$ cat config.mk
export PLATFORM = sky130hd
export DESIGN_NAME = fifo_stream_reader
export DESIGN_NICKNAME = d
export VERILOG_FILES = /design/src/rtl/fifo_stream_reader.sv
export SDC_FILE = /design/constraint.sdc
export NUM_CORES = 1
export LEC_CHECK = 0
export BUFFER_PORTS_ARGS = -buffer_cell sky130_fd_sc_hd__buf_2
export CAP_MARGIN = 15
export CORE_AREA = 5 5 61 63
export DETAILED_ROUTE_END_ITERATION = 12
export DIE_AREA = 0 0 66 68
export PLACE_DENSITY = 0.79
export SLEW_MARGIN = 20
export SYNTH_ARGS = -nofsm -noshare
export SYNTH_HDL_FRONTEND = slang
export SYNTH_SLANG_ARGS = --single-unit
export TNS_END_PERCENT = 5
$ cat constraint.sdc
create_clock -name clk -period 4.4 [get_ports clk]
set_input_delay 0.66 -clock clk [delete_from_list [all_inputs] [get_ports clk]]
set_output_delay 0.66 -clock clk [all_outputs]
set_load 0.05 [all_outputs]
$ cat src/rtl/fifo_stream_reader.sv
// Turns a 1-cycle-latency FIFO read port (rd_en -> buf_out) into a valid/ready
// stream through a 2-entry skid buffer, with a running transfer counter.
module fifo_stream_reader #(
  parameter int DATA_WIDTH = 8,
  parameter int CNT_WIDTH  = 16
) (
  input  logic                  clk,
  input  logic                  rst,
  input  logic                  buf_empty,
  output logic                  rd_en,
  input  logic [DATA_WIDTH-1:0] buf_out,
  output logic [DATA_WIDTH-1:0] m_data,
  output logic                  m_valid,
  input  logic                  m_ready,
  output logic [1:0]            occupancy,
  output logic [CNT_WIDTH-1:0]  pop_count
);

  logic                  inflight;
  logic [DATA_WIDTH-1:0] entry1;
  logic                  xfer;
  logic [2:0]            committed;
  logic [1:0]            occ_after_xfer;
  logic [1:0]            occ_next;

  assign xfer = m_valid && m_ready;

  // Words already owned (buffered or in flight) once this cycle's transfer leaves.
  // Issuing a read only while this is below 2 is what keeps the buffer from overflowing.
  assign committed = {1'b0, occupancy} + {2'b0, inflight} - {2'b0, xfer};
  assign rd_en     = !rst && !buf_empty && (committed < 3'd2);

  assign occ_after_xfer = occupancy - {1'b0, xfer};
  assign occ_next       = occ_after_xfer + {1'b0, inflight};

  always_ff @(posedge clk) begin
    if (rst) begin
      inflight  <= 1'b0;
      occupancy <= 2'd0;
      m_valid   <= 1'b0;
      m_data    <= '0;
      entry1    <= '0;
      pop_count <= '0;
    end else begin
      inflight  <= rd_en;
      occupancy <= occ_next;
      m_valid   <= (occ_next != 2'd0);
      if (xfer) begin
        m_data    <= entry1;
        pop_count <= pop_count + CNT_WIDTH'(1);
      end
      // Captured word lands at the tail after any same-cycle transfer has shifted.
      if (inflight) begin
        if (occ_after_xfer == 2'd0) m_data <= buf_out;
        else                        entry1 <= buf_out;
      end
    end
  end

endmodule
==> results.cfg, run 1 <==
[setup_path]
start_kind = flop
crit_fanout = 12
crit_required_ps = 3740
rr_startpoint = m_valid
arrival_ps = 2760
cp-end-kind = output pin
rr_worst_depth = 6
rrSetupSlack_ps = 2190
crit_slowest_cell = dfxtp_1
critPathKind = reg2out
crit_path_cell_trace = nand2_1 -> nor2_1 -> o21ai_0 -> fa_1 -> xor2_1 -> nor4b_2 -> buf_2
r2r-end = inflight
cpPeakStageDelay_ps = 460

[layout]
nets = 223
drive_gt1_share_pct = 28.7
syn_to_final_growth_pct = 17.3
insertedDiodeCount = 0
fill_cells = 290
final_area_um2 = 1920
multi_input_area_um2 = 870
ff_latch_area_um2 = 721
utilization_pct = 60.3

[timing]
fin_setup_tns_ps = 0
fin_worst_skew_ps = 6.50
period_share_pct = 77.7
tightest_slew_ps = 773
fmax_ghz = 0.293
setup_viol = 0
relSlewSlack_pct = 48.4
rsz0062_at_grt = false
finalHoldViolations = 0
fin_crit_ps = 3420
maxSlewViolCount = 0

[placed_design]
dpl_cell_area_um2 = 1860
hpwl_um = 2350
port_buffers = 39
routabilityCongestion = 0.729

[floorplan]
num_io_pins = 40
dieArea_um2 = 4490
initial_core_util_pct = 51.4
core-area_um2 = 3180
rows = 21
dieWidth_um = 66
die_h_um = 68

[global_routing]
track_usage_pct = 14.6
grt_pass1_wl_um = 5020
gr-total-overflow = 0
grt_max_degree = 40
antenna_found_initial = 0
grt_pass1_vias = 1142

[clock_tree]
clk_latency_ps = 330
cts_sinks = 36
ctsHoldBuffers = 0
post_cts_resized = 0
ctsRootBufferMaster = clkbuf_4
cts_tree = yes
cts_buffers = 5
clk_pin_slew_ps = 100
cts_buffer_depth = 2
htree_levels = 2
cts_setup_buffers = 0

[yosys]
yosys_register_bits = 36
synth_edf_count = 0
synthFlopType = dfxtp_1
seq_area_frac_synth_pct = 44.1
synth_cell_type_count = 32
synth_warnings = 0
syn_nets = 184
syn_area_um2 = 1630
syn_inst = 169
ys_async_sr_fraction_pct = 0
avgSynthCellArea_um2 = 9.67

[power_and_ir_drop]
vdd_drop_max_uv = 182
powerDensity_nw_per_um2 = 543
p_leak_nw = 0.870

[detailed_routing]
routed_wl_um = 3180
route.met2.wl_um = 1480
first_pass_iters = 4
m1WireLength_um = 1480
via_count = 1299
wl_per_cell_um = 12.5
route.detailed.drc = 0
first_iter_violations = 46
wl_met3_um = 186
ant_nets = 0
top_layer = met4
detail_route.vias_per_cell = 5.09

[worst_hold_path]
hold_class = reg2reg
min-delay-start = pop_count[1]
min_path_cells = 2
holdPathEnd = pop_count[1]

[job]
cap_violations = 0

[status]
status = complete, no violations
-- flip-flops by register name, indices dropped and copies added, names as in the netlist --
signal	count
inflight	1
m_valid	1
occupancy	2
pop_count	16
m_data	8
entry1	8
-- layer usage --
layer | vias up | global-route usage (%)
met5 | - | 0
met3 | 5 | 4.27
li1 | 661 | -
met4 | 0 | 5.33
met1 | 600 | 18.6
met2 | 33 | 23.5
-- cells in the final DEF (no fill, tap or decap), types with 2 or more instances in the layout --
cell	synthesis	routed
inv_1	4	4
nor3_1	4	4
xnor2_1	12	12
xor2_1	2	2
nor4_1	6	6
or2_2	2	2
clkbuf_1	2	2
a21oi_1	2	2
dfxtp_1	36	36
mux2i_1	16	16
nand3_1	6	6
buf_2	1	39
nor2b_1	4	4
a211oi_2	8	8
nor2_1	34	34
ha_1	2	2
nand2_1	5	5
nand4_1	3	3
o21ai_0	2	2
mux2_2	3	3
clkbuf_4	0	5
-- cell type report --
cell class	instances	area share [%]
repair buffers	39	10.2
multi-input cells	122	45.4
inverters	4	0.783
well taps	46	3.00
clock buffers	8	3.07
flip-flops and latches	36	37.6
-- cells by family after synthesis --
kind of cell    count (synthesis)  share of synthesized area [%]
buf+inv                        11                           3.06
mux                            19                           11.9
compound gates                 14                           9.11
simple gates                   72                           21.6
flops                          36                           44.1
fa+ha+maj                       3                           2.76
xor+xnor                       14                           7.50
-- worst max-delay path by stage --
stage | endpoint | startpoint | slack, ps
detailed placement | rd_en | m_ready | 990
finish | rd_en | m_valid | 980
CTS | rd_en | m_valid | 960
floorplan | rd_en | m_valid | 680
global route | rd_en | m_valid | 780
global placement | rd_en | m_ready | 1090
-- synthesized netlist by cell type (all sizes together), types with 3 or more instances --
cell / instances / area [µm²]
a211oi: 8 / 100
buf: 5 / 27.5
dfxtp: 36 / 721
inv: 4 / 15.0
mux2: 3 / 33.8
mux2i: 16 / 160
nand2: 5 / 18.8
nand3: 6 / 30.0
nand4: 3 / 18.8
nor2: 34 / 128
nor2b: 4 / 25.0
nor3: 4 / 20.0
nor4: 6 / 37.5
xnor2: 12 / 105
-- per-stage QoR --
stage               cells  setup WS, ps  total power, mW  hold slack, ps
floorplan             169           678            0.788             463
global placement      247          1090            0.857             478
detailed placement    247           990            0.870             491
CTS                   255           961             1.05             505
global route          255           784             1.10             516
finish                255           983             1.04             496
-- critical path: cells and delay by family, from the launching register on --
family | cells | cell delay, ps
buf+inv | 1 | 310
compound gates | 1 | 150
flops | 1 | 460
xor+xnor | 1 | 180
fa+ha+maj | 1 | 390
simple gates | 3 | 950
-- where the power goes --
| part | switching (mW) | internal (mW) |
|---|---|---|
| Sequential | 0.0465 | 0.380 |
| Clock | 0.104 | 0.0790 |
| Combinational | 0.289 | 0.142 |
| Total | 0.440 | 0.601 |
(Power assumes the default switching activity.)
==> run 2: changes to the inputs <==
- ABC_AREA: unset -> 1
- CORE_AREA: 5 5 61 63 -> 5 5 67 69
- DIE_AREA: 0 0 66 68 -> 0 0 72 74
- PLACE_DENSITY: 0.79 -> 0.72
- clock period: 4.4 -> 2.81 ns (I/O delays scaled with it)
==> results.cfg, run 2 <==
[status]
status = complete, no violations

[clock_tree]
cts_buffer_depth = 2
clk_pin_slew_ps = 80
cts_tree = yes
post_cts_resized = 0
cts_buffers = 5
cts_sinks = 36
htree_levels = 2
clk_latency_ps = 290
ctsHoldBuffers = 0
ctsRootBufferMaster = clkbuf_8
cts_setup_buffers = 0

[yosys]
ys_async_sr_fraction_pct = 0
synth_top_area_share_pct = 41.4
synth_edf_count = 0
synth_warnings = 0
synth_top_area_cell = dfxtp_1
synth_most_common_cell = nor2_1
syn_area_um2 = 1740
syn_inst = 248
synth_cell_type_count = 27
synth_common_cells = nor2_1 (61), nand2_1 (52), dfxtp_1 (36)
synthFlopType = dfxtp_1
avgSynthCellArea_um2 = 7.01
yosys_register_bits = 36
synth_area_leaders = dfxtp_1 (41%), nor2_1 (13%), nand2_1 (11%), inv_1 (5.0%), nand3_1 (3.7%)
seq_area_frac_synth_pct = 41.4
syn_nets = 263

[placed_design]
port_buffers = 39
dpl_cell_area_um2 = 1990
routabilityCongestion = 0.756
hpwl_um = 2820

[timing]
rsz0062_at_grt = false
fmax_ghz = 0.389
period_share_pct = 91.4
relSlewSlack_pct = 72.9
fin_worst_skew_ps = 7.02
maxSlewViolCount = 0
fin_crit_ps = 2570
setup_viol = 0
worst_hold_slack_ps = 335
tightest_slew_ps = 406
finalHoldViolations = 0
fin_setup_tns_ps = 0

[power_and_ir_drop]
p_leak_nw = 1.01
powerDensity_nw_per_um2 = 875
vdd_drop_max_uv = 514
finalPower_mw = 1.82

[detailed_routing]
first_pass_iters = 4
detail_route.vias_per_cell = 4.72
ant_nets = 0
wl_per_cell_um = 11.2
via_count = 1611
first_iter_violations = 90
routed_wl_um = 3810
route.detailed.drc = 0

[global_routing]
grt_max_degree = 27
grt_pass1_vias = 1557
grt_pass1_wl_um = 6450
antenna_found_initial = 0
track_usage_pct = 15.4
gr-total-overflow = 0

[floorplan]
num_io_pins = 40
core-area_um2 = 3860
rows = 23
dieWidth_um = 72
die_h_um = 74
initial_core_util_pct = 45.1
dieArea_um2 = 5330

[setup_path]
rrSetupSlack_ps = 1140
cp_top_family = simple AND/OR/NAND/NOR gates
start_kind = flop
rr_worst_depth = 6
rr_startpoint = m_valid
crit_required_ps = 2390
crit_slowest_cell = fa_1
r2r-end = inflight
crit_path_cell_trace = nand2_4 -> nor2_1 -> o21ai_0 -> fa_1 -> nand2_1 -> nor3_4 -> buf_2
cp-end-kind = output pin
crit_fanout = 16
cpPeakStageDelay_ps = 490
path_buf_inv = 1
critPathKind = reg2out
arrival_ps = 2150

[layout]
drive_gt1_share_pct = 23.4
syn_to_final_growth_pct = 19.8
top_regs = pop_count: 16 flops, entry1: 8 flops, m_data: 8 flops
final_common_cell = nor2_1
layout_common_cells = nor2_1 (61), nand2_1 (52), buf_2 (39)
nets = 305
largest_register = pop_count
largest_reg_flops = 16
final_area_um2 = 2080
insertedDiodeCount = 0

[worst_hold_path]
min_path_cells = 2
holdPathEnd = inflight
min-delay-start = buf_empty
hold_class = in2reg

[job]
cap_violations = 0
run 2: how the worst max path moves through the flow:
stage / start / to / slack, ps / depth (start not counted)
after detailed placement: m_ready / rd_en / 360 / 8
final: m_valid / rd_en / 240 / 7
after CTS: m_valid / rd_en / 210 / 7
after floorplan: m_valid / rd_en / 200 / 7
after global placement: m_ready / rd_en / 390 / 8
after global routing: m_valid / rd_en / 100 / 7
run 2: cell families (layout without fill, tap and decap cells):
logic type,count (synthesis),in the layout,share of synthesized area (%)
fa+ha+maj,3,3,2.59
compound gates,22,22,7.12
simple gates,150,150,39.1
flops,36,36,41.4
xor+xnor,4,4,2.01
buf+inv,33,76,7.77
run 2: report_power, final:
part	switching [mW]	internal [mW]
combinational	0.537	0.213
clock	0.200	0.175
sequential	0.0880	0.610
total	0.825	0.999
run 2: through the flow:
step	std cells	util (%)	worst slack [ps]
2_1_floorplan	248	-	197
3_3_place_gp	333	51.6	387
3_5_place_dp	333	51.6	355
4_1_cts	341	54.0	214
5_1_grt	341	54.0	99.7
6_report	341	54.0	241
run 2: layer usage:
metal | wire, µm | up-vias | GRT usage [%] | part of all wire, %
li1 | - | 859 | - | -
met1 | 1750 | 710 | 18.2 | 46
met2 | 1790 | 36 | 27.2 | 47
met3 | 222 | 6 | 3.38 | 5.8
met4 | 47 | 0 | 6.26 | 1.2
met5 | 0 | - | 0 | 0
run 2: cell type report:
class	instances	area (µm²)
fillers	407	1770
multi-input cells	179	895
flip-flops and latches	36	722
repair buffers	41	210
inverters	27	101
clock buffers	5	68.8
well taps	50	62.6
clock inverters	3	23.8
==> run 3: changes to the inputs <==
- ABC_AREA: 1 -> unset
- CORE_AREA: 5 5 67 69 -> 5 5 65 67
- DIE_AREA: 0 0 72 74 -> 0 0 70 72
- MAX_ROUTING_LAYER: unset -> met4
- PLACE_DENSITY: 0.72 -> 0.73
==> results.cfg, run 3 (same netlist as run 1, synthesis figures left out) <==
[status]
status = complete, no violations

[timing]
relSlewSlack_pct = 48.7
fin_crit_ps = 2670
fin_worst_skew_ps = 3.27
period_share_pct = 94.9
fmax_ghz = 0.375
worst_hold_slack_ps = 300
rsz0062_at_grt = false
finalWorstSetupSlack_ps = 144
fin_setup_tns_ps = 0
tightest_slew_ps = 770
maxSlewViolCount = 0
finalHoldViolations = 0
setup_viol = 0

[placed_design]
routabilityCongestion = 0.726
dp_cells = 250
dpl_cell_area_um2 = 1880
preCtsSetupSlack_ps = 222
port_buffers = 39
hpwl_um = 2200

[global_routing]
grt_max_degree = 40
grt_pass1_vias = 1237
grt_pass1_wl_um = 5330
track_usage_pct = 13.3
gr-total-overflow = 0
antenna_found_initial = 0

[clock_tree]
htree_levels = 2
clk_latency_ps = 330
post_cts_resized = 0
clk_pin_slew_ps = 90
cts_buffers = 5
cts_setup_buffers = 0
ctsRootBufferMaster = clkbuf_4
ctsHoldBuffers = 0
cts_buffer_depth = 2
cts_sinks = 36
cts_tree = yes

[layout]
finalNonFillerCells = 258
largest_register = pop_count
drive_gt1_share_pct = 29.5
top_regs = pop_count: 16 flops, entry1: 8 flops, m_data: 8 flops
largest_reg_flops = 16
syn_to_final_growth_pct = 19.1
utilization_pct = 54.4
insertedDiodeCount = 0
final_area_um2 = 1950
nets = 224
layout_common_cells = buf_2 (38), dfxtp_1 (35), nor2_1 (34)
final_common_cell = buf_2

[detailed_routing]
ant_nets = 0
route.detailed.drc = 0
via_count = 1287
detail_route.vias_per_cell = 4.99
first_iter_violations = 60
wl_per_cell_um = 12.0
routed_wl_um = 3110
first_pass_iters = 4

[setup_path]
start_kind = flop
crit_slowest_cell = fa_1
arrival_ps = 2240
cp-end-kind = output pin
critPathKind = reg2out
rr_startpoint = occupancy[0]
crit_fanout = 8
crit_required_ps = 2390
crit_path_cell_trace = nand2_1 -> nor2_1 -> o21ai_0 -> fa_1 -> xor2_1 -> nor4b_4 -> buf_6
cp_top_family = simple AND/OR/NAND/NOR gates
path_buf_inv = 1
worstSetupStartpoint = m_valid
cpPeakStageDelay_ps = 400

[power_and_ir_drop]
vdd_drop_max_uv = 320
swShare_pct = 41.4
p_leak_nw = 0.883
pwr-share-seq_pct = 40.8
powerDensity_nw_per_um2 = 843
power.internal_uw = 962
p_clk_share_pct = 16.9
finalPower_mw = 1.64
power_frac_comb_pct = 42.3
p_sw_uw = 679

[floorplan]
die_h_um = 72
rows = 22
num_io_pins = 40
dieArea_um2 = 5040
dieWidth_um = 70
initial_core_util_pct = 45.7
core-area_um2 = 3580

[worst_hold_path]
hold_class = in2reg
min-delay-start = buf_empty

[job]
cap_violations = 0
==> run 3: final cells by class <==
| class | count | area [µm²] |
|---|---|---|
| clock buffer | 8 | 58.8 |
| fill | 355 | 1630 |
| inverter | 4 | 15.0 |
| multi-input combinational | 122 | 878 |
| sequential | 36 | 724 |
| tap | 48 | 60.1 |
| timing repair buffer | 40 | 209 |
==> run 3: worst reg2reg max path: stages (launching register included) <==
cell and delay, ps:
dfxtp_1 400, and3b_1 240, or4b_1 810, nor2_1 230, a211oi_2 60
==> run 3: layer usage <==
layer | GRT usage [%] | share of wire (%) | routed length (µm) | up-vias
met5 | - | 0 | 0 | -
met4 | 5.11 | 1.5 | 46 | 0
met3 | 4.02 | 6.2 | 194 | 7
met2 | 22.4 | 45 | 1410 | 37
met1 | 15.0 | 47 | 1460 | 577
li1 | - | - | - | 666
==> run 3: power by group through the flow <==
stage                     Sequential (mW)  Clock [mW]  Combinational [mW]
after floorplan                     0.893           0               0.360
after global placement              0.680           0               0.685
after detailed placement            0.684           0               0.693
after CTS                           0.672       0.288               0.695
after global routing                0.683       0.311               0.749
final                               0.670       0.277               0.693
==> run 3: path summary, 6_finish.rpt <==
path	end	slack [ps]	cells past startpoint
worst max-delay path	rd_en	140	7
worst min-delay path	inflight	300	2
worst max register to register	m_data[1]	930	4
worst min register to register	entry1[5]	500	2
